$ cat config.mk
export PLATFORM = sky130hd
export DESIGN_NAME = mem_port_arbiter
export DESIGN_NICKNAME = d
export VERILOG_FILES = /design/src/rtl/mem_arb_pkg.sv /design/src/rtl/mem_arb_pick.sv /design/src/rtl/mem_port_arbiter.sv
export SDC_FILE = /design/constraint.sdc
export NUM_CORES = 1
export LEC_CHECK = 0
export CORE_MARGIN = 2
export CORE_UTILIZATION = 43
export CTS_BUF_LIST = sky130_fd_sc_hd__clkbuf_8
export DETAILED_ROUTE_END_ITERATION = 8
export GPL_TIMING_DRIVEN = 1
export HOLD_SLACK_MARGIN = 0.08
export PLACE_DENSITY = 0.85
export REMOVE_ABC_BUFFERS = 1
export SYNTH_ARGS = -nofsm -noshare
export SYNTH_HDL_FRONTEND = slang
export SYNTH_SLANG_ARGS = --single-unit
$ cat constraint.sdc
create_clock -name clk -period 9.13 [get_ports clk]
set_input_delay 1.826 -clock clk [delete_from_list [all_inputs] [get_ports clk]]
set_output_delay 1.826 -clock clk [all_outputs]
set_load 0.05 [all_outputs]
$ cat src/rtl/mem_arb_pkg.sv
// Shared types and constants for the unified-memory port arbiter.
package mem_arb_pkg;

    typedef enum logic [1:0] {
        IDLE = 2'd0,
        BUSY = 2'd1,
        RESP = 2'd2
    } arb_state_t;

    typedef logic req_id_t;

    localparam req_id_t REQ_CPU = 1'b0;
    localparam req_id_t REQ_LDR = 1'b1;

    // Wide enough for MEM_LAT-1 with MEM_LAT up to 15.
    localparam int CNT_W = 4;

endpackage

$ cat src/rtl/mem_arb_pick.sv
// Combinational winner selection between the CPU and loader ports.
// MEM_ARB_RR_EN selects round-robin tie-breaking; otherwise the CPU port
// always wins a tie and no last-winner input exists.
module mem_arb_pick
    import mem_arb_pkg::*;
(
    input  logic    req0_i,
    input  logic    req1_i,
`ifdef MEM_ARB_RR_EN
    input  req_id_t last_i,
`endif
    output req_id_t win_o,
    output logic    vld_o
);

    // Pick a winner; a tie goes to whichever port did not win last time
    // (round-robin) or to the CPU port (fixed priority).
    always_comb begin
        vld_o = req0_i | req1_i;
        win_o = REQ_CPU;
        if (req0_i && req1_i) begin
`ifdef MEM_ARB_RR_EN
            win_o = (last_i == REQ_CPU) ? REQ_LDR : REQ_CPU;
`else
            win_o = REQ_CPU;
`endif
        end else if (req1_i) begin
            win_o = REQ_LDR;
        end
    end

endmodule

$ cat src/rtl/mem_port_arbiter.sv
// Two-port arbiter/sequencer in front of the single-port unified memory.
// One access in flight at a time: IDLE grants, BUSY drives the memory for
// MEM_LAT cycles, RESP pulses done with the captured read data.
// Optional macro MEM_ARB_RR_EN: round-robin tie-breaking (default: CPU wins).
module mem_port_arbiter
    import mem_arb_pkg::*;
#(
    parameter int AW      = 32,
    parameter int DW      = 32,
    parameter int MEM_LAT = 2
) (
    input  logic          clk,
    input  logic          reset,
    input  logic          req0,
    input  logic          we0,
    input  logic [AW-1:0] addr0,
    input  logic [DW-1:0] wdata0,
    input  logic          req1,
    input  logic          we1,
    input  logic [AW-1:0] addr1,
    input  logic [DW-1:0] wdata1,
    output logic          gnt0,
    output logic          gnt1,
    output logic          done0,
    output logic          done1,
    output logic [DW-1:0] rdata,
    output logic          mem_en,
    output logic          mem_we,
    output logic [AW-1:0] mem_addr,
    output logic [DW-1:0] mem_wdata,
    input  logic [DW-1:0] mem_rdata
);

    localparam logic [CNT_W-1:0] CNT_LOAD = CNT_W'(MEM_LAT - 1);

    arb_state_t       state_q;
    req_id_t          win_q;
    logic             we_q;
    logic [AW-1:0]    addr_q;
    logic [DW-1:0]    wdata_q;
    logic [CNT_W-1:0] cnt_q;
    logic [DW-1:0]    rdata_q;
    logic             done0_q, done1_q;
    logic             mem_en_q, mem_we_q;

    req_id_t          pick_win;
    logic             pick_vld;
    logic             accept;
    logic             we_d;
    logic [AW-1:0]    addr_d;
    logic [DW-1:0]    wdata_d;

`ifdef MEM_ARB_RR_EN
    req_id_t          last_q;
`endif

    mem_arb_pick u_pick (
        .req0_i (req0),
        .req1_i (req1),
`ifdef MEM_ARB_RR_EN
        .last_i (last_q),
`endif
        .win_o  (pick_win),
        .vld_o  (pick_vld)
    );

    // Grant only from IDLE; suppressed while reset is asserted so every
    // output reads 0 during reset.
    always_comb begin
        accept  = (state_q == IDLE) && pick_vld && !reset;
        we_d    = (pick_win == REQ_LDR) ? we1    : we0;
        addr_d  = (pick_win == REQ_LDR) ? addr1  : addr0;
        wdata_d = (pick_win == REQ_LDR) ? wdata1 : wdata0;
    end

    assign gnt0      = accept && (pick_win == REQ_CPU);
    assign gnt1      = accept && (pick_win == REQ_LDR);
    assign done0     = done0_q;
    assign done1     = done1_q;
    assign rdata     = rdata_q;
    assign mem_en    = mem_en_q;
    assign mem_we    = mem_we_q;
    assign mem_addr  = addr_q;
    assign mem_wdata = wdata_q;

    // Access sequencer: latch the winner, count out the latency, pulse done.
    always_ff @(posedge clk or posedge reset) begin
        if (reset) begin
            state_q  <= IDLE;
            win_q    <= REQ_CPU;
            we_q     <= 1'b0;
            addr_q   <= '0;
            wdata_q  <= '0;
            cnt_q    <= '0;
            rdata_q  <= '0;
            done0_q  <= 1'b0;
            done1_q  <= 1'b0;
            mem_en_q <= 1'b0;
            mem_we_q <= 1'b0;
        end else begin
            done0_q  <= 1'b0;
            done1_q  <= 1'b0;
            mem_we_q <= 1'b0;
            case (state_q)
                IDLE: begin
                    if (accept) begin
                        win_q    <= pick_win;
                        we_q     <= we_d;
                        addr_q   <= addr_d;
                        wdata_q  <= wdata_d;
                        cnt_q    <= CNT_LOAD;
                        mem_en_q <= 1'b1;
                        // Write strobe only in the first BUSY cycle.
                        mem_we_q <= we_d;
                        state_q  <= BUSY;
                    end
                end
                BUSY: begin
                    if (cnt_q == '0) begin
                        if (!we_q) rdata_q <= mem_rdata;
                        mem_en_q <= 1'b0;
                        done0_q  <= (win_q == REQ_CPU);
                        done1_q  <= (win_q == REQ_LDR);
                        state_q  <= RESP;
                    end else begin
                        cnt_q <= cnt_q - 1'b1;
                    end
                end
                RESP:    state_q <= IDLE;
                default: state_q <= IDLE;
            endcase
        end
    end

`ifdef MEM_ARB_RR_EN
    // Remember every grant's winner; reset to the loader so the CPU takes
    // the first tie.
    always_ff @(posedge clk or posedge reset) begin
        if (reset)       last_q <= REQ_LDR;
        else if (accept) last_q <= pick_win;
    end
`endif

endmodule

==> flow_metrics.env <==
export IMPL_slew_violations=0
export IMPL_critPathTopFamily="buffers and inverters"
export IMPL_core_area_mm2=0.0108
export IMPL_endpoint_kind="output port"
export IMPL_num_antenna_cells=0
export IMPL_startpoint_type="primary input"
export IMPL_final_nets=825
export IMPL_yosysTopAreaCellShare_pct=56.6
export IMPL_ctsResizeCount=0
export IMPL_critical_path_buf_inv_count=3
export IMPL_reg2reg_from="state_q[0]$_DFFE_PP0P_"
export IMPL_critPathMaxStageDelay_ns=0.83
export IMPL_fin_skew_ns=0.0114
export IMPL_p_leak_nw=3.43
export IMPL_postSynthCellCount=406
export IMPL_synthTopCellsByCount="o21ai_0 (129), dfrtp_1 (108), mux2i_1 (65)"
export IMPL_total_power_w=0.00275
export IMPL_initial_core_util_pct=44.0
export IMPL_hold_class="flip-flop to flip-flop"
export IMPL_synth_avg_cell_area_um2=11.8
export IMPL_critPathKind="primary input to output port"
export IMPL_maxCapViolCount=0
export IMPL_crit_required_ns=7.30
export IMPL_min_period_ns=5.94
export IMPL_viasPerCell=5.16
export IMPL_synth_warning_count=0
export IMPL_synth_edff_count=0
export IMPL_place_congestion=0.799
export IMPL_drt_iter0_drc=165
export IMPL_hold_start="win_q$_DFFE_PP0P_"
export IMPL_period_share_pct=65.0
export IMPL_numPortBuffers=267
export IMPL_ctsHoldBuffers=0
export IMPL_fill_cells=766
export IMPL_arrival_ns=4.11
export IMPL_antenna_found_initial=0
export IMPL_clk_latency_ns=0.36
export IMPL_cts_root_buf="clkbuf_8"
export IMPL_grt_pass1_wl_um=20600
export IMPL_crit_start="reset"
export IMPL_p_per_area_mw_per_mm2=357
export IMPL_status="finished, final reports clean"
export IMPL_worst_pin_slew_ns=1.08
export IMPL_yosys_most_used_dff="dfrtp_1"
export IMPL_yosys_top_cells_area="dfrtp_1 (57%), mux2i_1 (14%), o21ai_0 (14%)"
export IMPL_setup_viol=0
export IMPL_area_growth_pct=61.7
export IMPL_yosysMostFrequentCell="o21ai_0"
export IMPL_rows=38
export IMPL_relSlewSlack_pct=27.7
export IMPL_synth_area_mm2=0.00477
export IMPL_wl_per_cell_um=17.1
export IMPL_numClockSinks=108
export IMPL_crit_fanout=68
export IMPL_vias=4135
export IMPL_finalWirelength_um=13700
export IMPL_fp_dieArea_mm2=0.0120
export IMPL_clock_fmax_mhz=168
export IMPL_die_h_um=109
export IMPL_hold_viol_final=0
export IMPL_first_global_vias=4122
export IMPL_yosysSeqAreaShare_pct=56.6
export IMPL_cts_made_buffers=9
export IMPL_grt_ovfl_total=0
export IMPL_slowest_stage="clkdlybuf4s50_1"
export IMPL_track_usage_pct=22.4
export IMPL_clk_pin_slew_ns=0.09
export IMPL_grt_max_degree=72
export IMPL_cpMostUsedCell="clkdlybuf4s50_1"
export IMPL_cp_cell_sequence="clkdlybuf4s50_1 -> nor3_1 -> o21ai_4 -> buf_4 -> nor2_1 -> clkdlybuf4s50_1"
export IMPL_drc=0
export IMPL_synth_seq_cells=108
export IMPL_rsz0062_at_grt="no"
export IMPL_setup_tns_ns=0
export IMPL_die_w_um=109
export IMPL_yosysTopAreaCell="dfrtp_1"
export IMPL_irDropWorstVdd_mv=0.254
export IMPL_antenna_left=0
export IMPL_cts_max_level=3
export IMPL_synth_async_reset_ratio_pct=100
export IMPL_firstDrtPassIters=6
export IMPL_hpwl_um=10100
export IMPL_ioPinCount=268
export IMPL_cts_max_path_buffers=2
export IMPL_cts_setup_buffers=0
export IMPL_yosys_cell_types_count=31
export IMPL_tritoncts="yes"
export IMPL_final_layout_size_suffix_gt1_share_pct=9.06
-- final cells by class --
class                           instances  area (µm²)  area share [%]
Timing Repair Buffer                  272        2710            35.1
Sequential cell                       108        2700            35.0
Multi-Input combinational cell        261        1920            24.9
Tap cell                              140         175            2.27
Clock buffer                            9         124            1.60
Clock inverter                          7        66.3           0.859
Inverter                                5        21.3           0.275
-- registers in the layout, summed over array words and instances, names as in the netlist, 2 cells and up --
register / cells
state_q: 2
mem_wdata: 32
cnt_q: 4
rdata: 32
mem_addr: 32
-- layout by cell type, fill, tap and decap left out, drive strengths merged, types with 3 or more instances in the layout --
master         Yosys  routed
buf               10       5
clkinv             0       3
clkdlybuf4s50      0     267
clkbuf            22       9
o21ai            133     133
inv                5       8
dfrtp            108     108
nor2               6       6
mux2              32      32
mux2i             65      65
a21oi              3       3
-- per-stage QoR --
stage | hold slack, ns | worst slack, ns | instance area (µm²) | std cells | util [%]
5_1_grt | 0.489 | 3.15 | 7720 | 802 | 71.2
4_1_cts | 0.459 | 3.22 | 7720 | 802 | 71.2
2_1_floorplan | 0.408 | 2.31 | 4620 | 374 | -
3_5_place_dp | 0.447 | 3.23 | 7530 | 786 | 69.5
3_3_place_gp | 0.428 | 3.29 | 7530 | 786 | 69.5
6_report | 0.455 | 3.19 | 7720 | 802 | 71.2
-- per-layer routing --
layer | GRT usage [%] | part of all wire (%) | vias to the layer above
li1 | - | - | 1953
met1 | 25.9 | 38 | 1956
met2 | 39.9 | 51 | 199
met3 | 5.69 | 8.6 | 27
met4 | 8.41 | 2.5 | 0
met5 | 0 | 0 | -
-- power by group --
part	total, W	switching, W	internal (W)	leakage (nW)
Combinational	0.00165	0.00108	0.000574	1.98
Clock	0.000286	0.000159	0.000127	0.105
Sequential	0.000819	0.000117	0.000701	1.34
Total	0.00275	0.00135	0.00140	3.43
-- worst paths after layout --
| check | depth (start not counted) | endpoint | slack, ns |
|---|---|---|---|
| min in group asynchronous | 2 | mem_addr[0]$_DFFE_PP0P_ | 1.87 |
| worst min-delay path | 1 | done0$_DFF_PP0_ | 0.46 |
| max in group asynchronous | 3 | cnt_q[3]$_DFFE_PP0P_ | 5.99 |
| worst max-delay path | 6 | gnt1 | 3.19 |
| worst min register to register | 1 | done0$_DFF_PP0_ | 0.46 |
| worst max register to register | 3 | mem_wdata[9]$_DFFE_PP0P_ | 7.05 |
-- logic make-up (layout without fill, tap and decap cells) --
kind of cell | count (synthesis) | count (layout) | share of synthesized area, %
compound gates | 141 | 141 | 15.1
flops | 108 | 108 | 56.6
fa+ha+maj | 2 | 2 | 0.524
simple gates | 21 | 21 | 2.83
buf+inv | 37 | 293 | 3.72
mux | 97 | 97 | 21.2
Power figures use the tool's default switching activity.
